`config.mk`:
```
export PLATFORM = sky130hd
export DESIGN_NAME = bnn_pipelined_core
export DESIGN_NICKNAME = d
export VERILOG_FILES = /design/src/rtl/bnn_pipelined_core.sv
export SDC_FILE = /design/constraint.sdc
export NUM_CORES = 1
export LEC_CHECK = 0
export ABC_AREA = 1
export CAP_MARGIN = 20
export CELL_PAD_IN_SITES_DETAIL_PLACEMENT = 1
export CELL_PAD_IN_SITES_GLOBAL_PLACEMENT = 1
export CORE_ASPECT_RATIO = 0.9
export CORE_MARGIN = 3
export CORE_UTILIZATION = 48
export CTS_CLUSTER_SIZE = 16
export DETAILED_ROUTE_END_ITERATION = 8
export HOLD_SLACK_MARGIN = 0.03
export PLACE_DENSITY = 0.84
export REMOVE_ABC_BUFFERS = 1
export SYNTH_ARGS = -nofsm -noshare
export SYNTH_HDL_FRONTEND = slang
export SYNTH_SLANG_ARGS = --single-unit
```
`constraint.sdc`:
```
create_clock -name clk -period 5.4 [get_ports clk]
set_clock_uncertainty 0.15 [all_clocks]
set_input_delay 1.35 -clock clk [delete_from_list [all_inputs] [get_ports clk]]
set_output_delay 1.35 -clock clk [all_outputs]
set_load 0.05 [all_outputs]
```
`src/rtl/bnn_pipelined_core.sv`:
```
// -----------------------------------------------------------------------------
// bnn_pipelined_core
// Two-layer binary neural network (hidden + output) with a serially loaded
// parameter chain and a three-stage registered pipeline (input, hidden,
// output). A neuron fires when popcount(XNOR(w, in)) >= thr. With
// N_HIDDEN = 0 the hidden stage is removed and the output neurons read the
// registered input directly (two-stage pipeline).
//
// Ports
//   clk        rising-edge clock
//   rst_n      synchronous active-low reset
//   setup      1 = shift parameters in, 0 = run
//   param_in   serial parameter bit (shifted in while setup = 1)
//   param_out  top bit of the parameter chain, for daisy-chaining cores
//   in_valid   x is valid this cycle (ignored while setup = 1)
//   x          input vector
//   out_valid  y is valid
//   y          output activations
//   cfg_done   a full chain's worth of bits was loaded in this setup session
//
// Chain layout: hidden neuron k at [k*NB_H +: NB_H], output neuron j at
// [N_HIDDEN*NB_H + j*NB_O +: NB_O]; inside a neuron the weights sit in the
// low bits (w[i] pairs with input i) and the threshold in the high bits.
// -----------------------------------------------------------------------------
module bnn_pipelined_core #(
  parameter int N_IN     = 8,
  parameter int N_HIDDEN = 4,
  parameter int N_OUT    = 8
) (
  input  logic              clk,
  input  logic              rst_n,
  input  logic              setup,
  input  logic              param_in,
  output logic              param_out,
  input  logic              in_valid,
  input  logic [N_IN-1:0]   x,
  output logic              out_valid,
  output logic [N_OUT-1:0]  y,
  output logic              cfg_done
);

  localparam int FI_O  = (N_HIDDEN == 0) ? N_IN : N_HIDDEN;
  localparam int TW_H  = $clog2(N_IN + 1);
  localparam int TW_O  = $clog2(FI_O + 1);
  localparam int NB_H  = N_IN + TW_H;
  localparam int NB_O  = FI_O + TW_O;
  localparam int TOTAL = N_HIDDEN * NB_H + N_OUT * NB_O;
  localparam int OBASE = N_HIDDEN * NB_H;
  localparam int CW    = $clog2(TOTAL + 1);

  // Hidden neuron: count agreeing weight/input bits, fire at or above thr.
  function automatic logic fire_hidden(input logic [N_IN-1:0] w,
                                       input logic [TW_H-1:0] thr,
                                       input logic [N_IN-1:0] v);
    logic [N_IN-1:0] m;
    logic [TW_H-1:0] cnt;
    m   = ~(w ^ v);
    cnt = {TW_H{1'b0}};
    for (int i = 0; i < N_IN; i++) cnt = cnt + TW_H'(m[i]);
    return (cnt >= thr);
  endfunction

  // Output neuron: same rule over the output-layer fan-in.
  function automatic logic fire_output(input logic [FI_O-1:0] w,
                                       input logic [TW_O-1:0] thr,
                                       input logic [FI_O-1:0] v);
    logic [FI_O-1:0] m;
    logic [TW_O-1:0] cnt;
    m   = ~(w ^ v);
    cnt = {TW_O{1'b0}};
    for (int i = 0; i < FI_O; i++) cnt = cnt + TW_O'(m[i]);
    return (cnt >= thr);
  endfunction

  logic [TOTAL-1:0] chain_r;
  logic [CW-1:0]    cfg_cnt_r;
  logic [CW-1:0]    cfg_cnt_next_s;
  logic             cfg_done_r;
  logic             setup_q_r;
  logic [N_IN-1:0]  x_q_r;
  logic             v0_r;
  logic [FI_O-1:0]  o_in_s;
  logic             o_vin_s;
  logic [N_OUT-1:0] y_next_s;
  logic [N_OUT-1:0] y_r;
  logic             out_valid_r;

  assign param_out = chain_r[TOTAL-1];
  assign cfg_done  = cfg_done_r;
  assign y         = y_r;
  assign out_valid = out_valid_r;

  // Session bit counter: a rising setup restarts at 1, then saturates at TOTAL.
  always_comb begin
    cfg_cnt_next_s = cfg_cnt_r;
    if (setup) begin
      if (!setup_q_r) begin
        cfg_cnt_next_s = CW'(1);
      end else if (cfg_cnt_r != CW'(TOTAL)) begin
        cfg_cnt_next_s = cfg_cnt_r + CW'(1);
      end else begin
        cfg_cnt_next_s = cfg_cnt_r;
      end
    end else begin
      cfg_cnt_next_s = cfg_cnt_r;
    end
  end

  // Parameter chain shift, session tracking and registered cfg_done.
  always_ff @(posedge clk) begin
    if (!rst_n) begin
      chain_r    <= {TOTAL{1'b0}};
      cfg_cnt_r  <= {CW{1'b0}};
      cfg_done_r <= 1'b0;
      setup_q_r  <= 1'b0;
    end else begin
      setup_q_r  <= setup;
      cfg_cnt_r  <= cfg_cnt_next_s;
      cfg_done_r <= (cfg_cnt_next_s == CW'(TOTAL));
      if (setup) begin
        chain_r <= {chain_r[TOTAL-2:0], param_in};
      end
    end
  end

  // Stage 0: capture x; setup drops any vector in flight.
  always_ff @(posedge clk) begin
    if (!rst_n) begin
      x_q_r <= {N_IN{1'b0}};
      v0_r  <= 1'b0;
    end else if (setup) begin
      v0_r  <= 1'b0;
    end else begin
      v0_r <= in_valid;
      if (in_valid) begin
        x_q_r <= x;
      end
    end
  end

  generate
    if (N_HIDDEN > 0) begin : g_hidden
      logic [N_HIDDEN-1:0] h_next_s;
      logic [N_HIDDEN-1:0] h_q_r;
      logic                v1_r;

      for (genvar k = 0; k < N_HIDDEN; k++) begin : g_hn
        assign h_next_s[k] = fire_hidden(chain_r[k*NB_H +: N_IN],
                                         chain_r[k*NB_H + N_IN +: TW_H],
                                         x_q_r);
      end

      // Stage 1: hidden activations, loaded only behind a valid stage-0 vector.
      always_ff @(posedge clk) begin
        if (!rst_n) begin
          h_q_r <= {N_HIDDEN{1'b0}};
          v1_r  <= 1'b0;
        end else if (setup) begin
          v1_r  <= 1'b0;
        end else begin
          v1_r <= v0_r;
          if (v0_r) begin
            h_q_r <= h_next_s;
          end
        end
      end

      assign o_in_s  = h_q_r;
      assign o_vin_s = v1_r;
    end else begin : g_bypass
      // Single-layer build: output neurons read the stage-0 register.
      assign o_in_s  = x_q_r;
      assign o_vin_s = v0_r;
    end
  endgenerate

  for (genvar j = 0; j < N_OUT; j++) begin : g_on
    assign y_next_s[j] = fire_output(chain_r[OBASE + j*NB_O +: FI_O],
                                     chain_r[OBASE + j*NB_O + FI_O +: TW_O],
                                     o_in_s);
  end

  // Output stage: y updates only for a valid vector and holds otherwise.
  always_ff @(posedge clk) begin
    if (!rst_n) begin
      y_r         <= {N_OUT{1'b0}};
      out_valid_r <= 1'b0;
    end else if (setup) begin
      out_valid_r <= 1'b0;
    end else begin
      out_valid_r <= o_vin_s;
      if (o_vin_s) begin
        y_r <= y_next_s;
      end
    end
  end

endmodule

```
==> qor.yml <==
timing:
  setup_viol: 0
  rsz0062_at_grt: "no"
  tns_ps: 0
  fmax_mhz: 243
  layout_min_cycle_time_ps: 4110
  finalHoldViolations: 0
  max_slew_margin_pct: 45.5
  period_share_pct: 76.1
  slew_viol_final: 0
  tightestPinTransition_ps: 818
synth:
  synth_cell_type_count: 33
  ys_ff_latch: 136
  synth_warnings: 0
  postSynth.asyncResetShare_pct: 0
  synthCells: 761
  synth_edf_count: 0
  ys.flop_type: "dfxtp_1"
  syn_area_um2: 6940
  syn_area_per_cell_um2: 9.12
  ys_seq_area_share_pct: 39.2
die:
  core-area_um2: 14100
  row_count: 41
  die_h_um: 120
  dieArea_um2: 15900
  ioPinCount: 24
  die_w_um: 133
  start_util_pct: 49.2
grt:
  grt_overflow_total: 0
  grt_pass1_vias: 5642
  grt_first_pass_wirelength_mm: 28.4
  grt_usage_pct: 22.7
  antenna_found_initial: 0
  grt_max_degree: 76
critical_path:
  crit_family: "adder cells"
  endpoint: "g_hidden.h_q_r[2]"
  startpoint: "x_q_r[0]"
  reg2reg_from: "x_q_r[0]"
  path_common_cell: "fa_1"
  critical_path_depth: 13
  cp_data_required_time_ps: 5560
  worst-path-max-fanout: 5
  endpoint_kind: "flip-flop"
  crit_type: "reg -> reg"
  critPathLaunchType: "flip-flop"
  crit_arrival_ps: 4270
  crit_buf_inv: 2
  r2r_end: "g_hidden.h_q_r[2]"
  cpPeakStageDelay_ps: 550
  path_cells: "xnor2_1, fa_1, inv_1, fa_1, inv_1, fa_1, ha_1, fa_1, ha_1, a21boi_0, o21a_1, o21ai_0, a21oi_1"
  reg2reg_slack_ps: 1290
  worstRegToRegCells: 13
  worst_path_max_delay_cell: "fa_1"
finish:
  fillers: 1602
  nets: 876
  final_util_pct: 56.2
  drive_gt1_share_pct: 7.16
  layout_common_cells: "155 x inv_1, 136 x dfxtp_1, 104 x o22ai_1"
  areaGrowthSynthToFinish_pct: 14.3
  regArea_um2: 2720
  multi_input_area_um2: 3460
  antennaDiodeCount: 0
  mostFrequentLayoutCell: "inv_1"
clocking:
  clk_latency_ps: 420
  holdBufCountCts: 0
  cts_tree: "built"
  cts_resized: 0
  h-tree-depth: 4
  cts_max_path_buffers: 2
  clkTransAtPathRegs_ps: 60
  clock_sinks: 136
  clockRootBuffer: "clkbuf_16"
  cts_buffers: 17
  post-cts-setup-buffer-count: 0
power_and_ir_drop:
  internal_power_uw: 2020
  seq_power_share_pct: 37.7
  p_switching_uw: 725
  ir_worst_vdd_mv: 0.240
  p_leak_uw: 0.00294
  comb_power_share_pct: 17.5
  power_frac_clock_pct: 44.9
  netSwitchingFraction_pct: 26.4
  p_per_area_nw_per_um2: 345
place:
  dp_hpwl_mm: 11.5
  gp_congestion: 0.815
  port_buffers: 23
drt:
  wl_per_cell_um: 17.5
  drt_wl_total_mm: 17.1
  drt_iter0_drc: 246
  via_per_inst: 5.34
  antenna_left: 0
  post-route-drc-count: 0
  vias: 5202
  firstDrtPassIters: 5
status:
  status: "finished, final reports clean"
min_path:
  hold_class: "reg -> reg"
job:
  drv_cap: 0
## state kept, by name, summed over array words and instances, names as in the netlist
register and flops:
cfg_cnt_r 7, cfg_done 1, chain_r 104, g_hidden.h_q_r 4, g_hidden.v1_r 1, out_valid 1, setup_q_r 1, v0_r 1
x_q_r 8, y 8
## Yosys cell counts, drive strengths merged (12+ instances only)
| cell type | count | share of area (%) |
|---|---|---|
| a21boi | 12 | 1.3 |
| a21oi | 16 | 1.3 |
| buf | 25 | 1.7 |
| clkbuf | 13 | 0.70 |
| dfxtp | 136 | 39 |
| fa | 24 | 6.9 |
| ha | 70 | 13 |
| inv | 158 | 8.5 |
| nand2 | 29 | 1.7 |
| nand3 | 12 | 1.2 |
| nor2 | 37 | 2.3 |
| o21ai | 34 | 2.5 |
| o22ai | 104 | 9.4 |
| xnor2 | 56 | 7.1 |
| xor2 | 13 | 1.6 |
## worst min-delay path by stage
stage               from  cells past startpoint  slack [ps]             to
floorplan           v0_r                      2         270  g_hidden.v1_r
global placement    v0_r                      2         290  g_hidden.v1_r
detailed placement  v0_r                      2         290  g_hidden.v1_r
CTS                 v0_r                      2         300  g_hidden.v1_r
global route        v0_r                      2         310  g_hidden.v1_r
finish              v0_r                      2         300  g_hidden.v1_r
## routing by layer
metal	track usage (%)	vias to the layer above	part of all wire [%]
met5	0	-	0
met4	7.40	0	1.8
met3	5.49	25	3.7
met2	40.7	108	51
met1	26.9	2551	43
li1	-	2518	-
## through the flow
| stage | worst slack [ps] | std cells | hold slack, ps | cell area [um2] | power [uW] |
|---|---|---|---|---|---|
| global route | 1140 | 975 | 314 | 7930 | 2890 |
| floorplan | 1610 | 723 | 267 | 6770 | 1390 |
| CTS | 1300 | 975 | 301 | 7930 | 2770 |
| detailed placement | 1340 | 943 | 290 | 7300 | 1530 |
| global placement | 1440 | 943 | 292 | 7300 | 1470 |
| finish | 1290 | 975 | 299 | 7930 | 2740 |
## cell type report
cell class	count	area share, %
inverter	160	7.59
tap	193	3.04
sequential	136	34.3
clock inverter	10	1.77
timing repair buffer	27	3.44
multi-input combinational	427	43.6
clock buffer	22	6.23
## worst register-to-register path: cells and delay by family, from the launching register on
| family | cells | cell delay (ps) |
|---|---|---|
| flip-flops | 1 | 480 |
| buffers and inverters | 2 | 110 |
| XOR/XNOR | 1 | 160 |
| adder cells (fa/ha/maj) | 6 | 2510 |
| AO/OA/AOI/OAI | 4 | 580 |
## power by group through the flow
stage	Combinational (uW)	Sequential (uW)	Clock (uW)
finish	478	1030	1230
global route	562	1030	1300
CTS	489	1030	1250
detailed placement	475	1060	0
global placement	418	1050	0
floorplan	337	1050	0
## cells by family (layout without fill, tap and decap cells)
family | Yosys count | count (layout) | share of synthesized area, %
adders and majority gates | 94 | 94 | 19.5
AOI/OAI and AO/OA | 170 | 170 | 14.9
and+or+nand+nor | 94 | 94 | 6.55
xor gates and xnor gates | 69 | 69 | 8.71
DFF | 136 | 136 | 39.2
buffers and inverters | 198 | 219 | 11.1
Note: power is estimated with default switching activity, not from simulation.
